==> src/rtl/rom_boot_loader_pkg.sv <==
// Shared definitions for the ROM-to-RAM boot copier: FSM states and the
// "ASRM" image magic header.
package rom_boot_loader_pkg;

    typedef enum logic [2:0] {
        S_IDLE,
        S_FETCH,
        S_LATCH,
        S_WRITE,
        S_DONE,
        S_ERROR
    } state_t;

    localparam logic [7:0] MAGIC_0   = 8'h41;
    localparam logic [7:0] MAGIC_1   = 8'h53;
    localparam logic [7:0] MAGIC_2   = 8'h52;
    localparam logic [7:0] MAGIC_3   = 8'h4D;
    localparam int unsigned MAGIC_LEN = 4;

    function automatic logic [7:0] magic_byte(input logic [1:0] idx);
        logic [7:0] b;
        case (idx)
            2'd0:    b = MAGIC_0;
            2'd1:    b = MAGIC_1;
            2'd2:    b = MAGIC_2;
            default: b = MAGIC_3;
        endcase
        return b;
    endfunction

endpackage

==> src/rtl/rom_boot_loader.sv <==
// Boot copier: streams the ROM image into RAM over a valid/ready port,
// validating the magic header and holding the CPU in reset until done.
module rom_boot_loader
    import rom_boot_loader_pkg::*;
#(
    parameter int ROM_ADDR_W  = 7,
    parameter int DATA_W      = 8,
    parameter int RAM_ADDR_W  = 16,
    parameter int RAM_BASE    = 0,
    parameter int LENGTH      = 116,
    parameter bit CHECK_MAGIC = 1'b1,
    parameter bit AUTO_START  = 1'b1
) (
    input  logic                  clk,
    input  logic                  reset,
    input  logic                  start,
    output logic                  busy,
    output logic                  done,
    output logic                  error,
    output logic                  cpu_reset_hold,
    output logic                  rom_enable,
    output logic [ROM_ADDR_W-1:0] rom_addr,
    input  logic [DATA_W-1:0]     rom_data,
    output logic                  ram_wr_valid,
    output logic [RAM_ADDR_W-1:0] ram_wr_addr,
    output logic [DATA_W-1:0]     ram_wr_data,
    input  logic                  ram_wr_ready
);

    localparam int CNT_W = ROM_ADDR_W + 1;
    localparam logic [CNT_W-1:0] LAST_IDX = CNT_W'(LENGTH - 1);

    state_t                state, state_next;
    logic [CNT_W-1:0]      count, count_next;
    logic [ROM_ADDR_W-1:0] addr_q, addr_next;
    logic [DATA_W-1:0]     data_q, data_next;
    logic                  first_q;
    logic                  magic_bad;
    logic                  go;

    always_ff @(posedge clk) begin
        if (reset) begin
            state   <= S_IDLE;
            count   <= '0;
            addr_q  <= '0;
            data_q  <= '0;
            first_q <= 1'b1;
        end else begin
            state   <= state_next;
            count   <= count_next;
            addr_q  <= addr_next;
            data_q  <= data_next;
            first_q <= 1'b0;
        end
    end

    assign magic_bad = CHECK_MAGIC && (count < CNT_W'(MAGIC_LEN)) &&
                       (rom_data != DATA_W'(magic_byte(count[1:0])));

    // rom_addr is registered so it holds its value outside FETCH; it is
    // loaded with the upcoming counter value on every entry to FETCH.
    always_comb begin
        state_next = state;
        count_next = count;
        addr_next  = addr_q;
        data_next  = data_q;
        go         = 1'b0;
        case (state)
            S_IDLE:  go = start || (AUTO_START && first_q);
            S_FETCH: state_next = S_LATCH;
            S_LATCH: begin
                data_next  = rom_data;
                state_next = magic_bad ? S_ERROR : S_WRITE;
            end
            S_WRITE: begin
                if (ram_wr_ready) begin
                    if (count == LAST_IDX) begin
                        state_next = S_DONE;
                    end else begin
                        count_next = count + 1'b1;
                        addr_next  = ROM_ADDR_W'(count + 1'b1);
                        state_next = S_FETCH;
                    end
                end
            end
            S_DONE, S_ERROR: go = start;
            default: state_next = S_IDLE;
        endcase
        if (go) begin
            state_next = S_FETCH;
            count_next = '0;
            addr_next  = '0;
        end
    end

    assign busy           = (state == S_FETCH) || (state == S_LATCH) || (state == S_WRITE);
    assign done           = (state == S_DONE);
    assign error          = (state == S_ERROR);
    assign cpu_reset_hold = (state != S_DONE);
    assign rom_enable     = (state == S_FETCH) || (state == S_LATCH);
    assign rom_addr       = addr_q;
    assign ram_wr_valid   = (state == S_WRITE);
    assign ram_wr_addr    = (state == S_WRITE) ?
                            RAM_ADDR_W'(RAM_BASE) + RAM_ADDR_W'(count) : '0;
    assign ram_wr_data    = (state == S_WRITE) ? data_q : '0;

endmodule

==> config.mk <==
export PLATFORM = sky130hd
export DESIGN_NAME = rom_boot_loader
export DESIGN_NICKNAME = d
export VERILOG_FILES = /design/src/rtl/rom_boot_loader_pkg.sv /design/src/rtl/rom_boot_loader.sv
export SDC_FILE = /design/constraint.sdc
export NUM_CORES = 1
export LEC_CHECK = 0
export BUFFER_PORTS_ARGS = -buffer_cell sky130_fd_sc_hd__buf_2
export CORE_AREA = 2 2 64 66
export CTS_CLUSTER_SIZE = 25
export DETAILED_ROUTE_END_ITERATION = 10
export DIE_AREA = 0 0 66 68
export GPL_TIMING_DRIVEN = 0
export PLACE_DENSITY_LB_ADDON = 0.08
export RECOVER_POWER = 100
export SLEW_MARGIN = 20
export SYNTH_ARGS = -nofsm -noshare
export SYNTH_HDL_FRONTEND = slang
export SYNTH_SLANG_ARGS = --single-unit
export TNS_END_PERCENT = 10
==> constraint.sdc <==
create_clock -name clk -period 1.7 [get_ports clk]
set_clock_uncertainty 0.05 [all_clocks]
set_input_delay 0.34 -clock clk [delete_from_list [all_inputs] [get_ports clk]]
set_output_delay 0.34 -clock clk [all_outputs]
set_load 0.05 [all_outputs]
==> out/metrics.cfg <==
[floorplan]
core-area_mm2=0.003856
die_height_um=68
rows=23
die_w_um=66
initial_utilization=0.3277
ios=49
dieArea_mm2=0.004488

[run]
maxCapViolCount=0

[final_layout]
final_cell_count_no_fill=254
num_antenna_cells=0
areaGrowthSynthToFinish_pct=48.51
final_nets=220
drive_gt1_frac=0.4363

[cts]
postCtsHoldBufs=0
cts_sinks=20
clk_latency_ns=0.26
path_clk_slew_ns=0.08
cts-root-buf=clkbuf_8
numCtsBuffers=3
htree_levels=1
cts_tree=built
cts_buffer_depth=2

[power_and_ir_drop]
p_leak_nw=0.8319
power_density_mw_per_mm2=567.1
ir_drop_mv=0.2524

[timing]
setup_viol=9
fmax_ghz=0.5616
post-route-period-util=1.047
rsz0062_at_grt=true
fin_crit_ns=1.780
tightest_slew_ns=0.5077
hold_viol=0
slew_violations=0
relSlewSlack=0.6615
setup_slack_ns=-0.08050

[hold_path]
hold_path_class=primary input to flop
hp-start=reset

[place]
port_buffers=40
gp_congestion=0.8335
post-place-cells=247
hpwl_um=2280
place_ws_ns=-0.3960

[run_status]
status=finished, violations left
violations=negative setup slack

[yosys]
async_reset_ff_frac=0
synth.avg_cell_area_um2=8.425
synth.most_common_cell=nor2_1
ys_ff_latch=20
synth-edff-count=0
synth_area_leaders=dfxtp_1 32%, buf_4 11%, and2_1 7.9%
syn-cell-area_mm2=0.001264
yosys.area.top_type=dfxtp_1
synth_flop_cell=dfxtp_1
yosysWarningCount=0
synth_cell_types=41
synth_seq_area_share=0.3168
synthTopCellsByCount=22 x nor2_1, 20 x dfxtp_1, 18 x buf_4, 16 x and2_1, 8 x mux2i_1
synth.top_cell.area_share=0.3168
synth_cells=150

[critical_path]
worstSetupEndpointType=output port
critical_path.startpoint_type=flop
cp-startpoint=state[2]
r2r-start=count[0]
worst_ep_required_time_ns=1.31
arrival_ns=1.39
crit_type=flop to output port
cp_max_fo=7

[route]
wirelength_um=3164
first_iter_violations=49
drc_errors=0
viasPerCell=4.681
drt.antenna.violating_nets=0
vias=1189
drt-pass1-iter-count=4
wire_per_inst_um=12.46

[grt]
grt_max_degree=11
grt_pass1_wl_um=5340
grt_remaining_overflow=0
track_usage=0.1556
first_global_vias=1145
antenna_found_initial=0

==> state kept, by name, summed over array words and instances, names as in the netlist <==
name / cells
state: 3
count: 8
first_q: 1
data_q: 8
==> worst paths after layout <==
kind,endpoint,slack [ns],depth (start not counted)
max,ram_wr_addr[5],-0.08,6
min,first_q,0.14,1
max reg2reg,state[1],0.10,6
min reg2reg,data_q[7],0.45,2
==> per-layer routing <==
metal / global-route usage / up-vias / share of wire
met2: 0.2854 / 36 / 0.50
met3: 0.02138 / 4 / 0.043
met5: 0 / - / 0
met4: 0.05357 / 0 / 0.0098
li1: - / 594 / -
met1: 0.1870 / 555 / 0.45
==> critical path: stages (launching register included) <==
cell	delay, ns
dfxtp_4	0.37
inv_4	0.03
and3_4	0.18
buf_12	0.13
buf_8	0.12
and2_4	0.15
buf_8	0.14
==> stage by stage <==
| stage | setup TNS (ns) | instance area, um2 | util | total power [mW] | hold WS [ns] |
|---|---|---|---|---|---|
| after floorplan | -0.02986 | 1330 | - | 0.6903 | 0.3177 |
| after global placement | -4.820 | 1593 | 0.4130 | 0.7358 | 0.4058 |
| after detailed placement | -5.355 | 1593 | 0.4130 | 0.7412 | 0.4076 |
| after CTS | -0.7285 | 1858 | 0.4818 | 1.072 | 0.1352 |
| after global routing | -1.220 | 1877 | 0.4867 | 1.118 | 0.1610 |
| final | -0.6304 | 1877 | 0.4867 | 1.064 | 0.1444 |
==> cells in the final DEF, fill, tap and decap left out, types with 7 or more instances in the layout <==
master    Yosys  layout
and2_4        0      10
buf_2         1      12
buf_4        18      22
buf_6         0       7
buf_8         0      10
clkbuf_2      0       9
conb_1        1       8
dfxtp_1      20      16
mux2i_1       8       8
nor2_1       22      22
==> repair_timing <==
item,4_1_cts,5_1_grt
pin swaps,8,0
resized for setup,50,11
gates cloned,1,0
buffers inserted,4,0
endpoints found under the setup margin,23,23
==> cell type report <==
class,instances,area [um2]
Buffer,20,148.9
Fill cell,395,1979
Tap cell,50,62.56
Inverter,5,21.27
Sequential cell,20,410.4
Timing Repair Buffer,45,425.4
Multi-Input combinational cell,111,767.0
Clock buffer,3,41.29
==> kinds of logic (layout without fill, tap and decap cells) <==
family	after synthesis	after routing	synth area share
buffers and inverters	26	73	0.1317
XOR/XNOR	9	9	0.06237
adder cells (fa/ha/maj)	2	2	0.01980
AND/OR/NAND/NOR	68	68	0.3000
AO/OA/AOI/OAI	16	16	0.1030
other	1	8	0.002967
multiplexers	8	8	0.06337
flip-flops	20	20	0.3168
==> report_power, final <==
group	switching (mW)	leakage (nW)	internal [mW]
clock	0.159	0.0216	0.158
sequential	0.0100	0.165	0.480
combinational	0.166	0.646	0.0915
total	0.335	0.832	0.729
No activity file was read; power rests on OpenSTA's default activity.
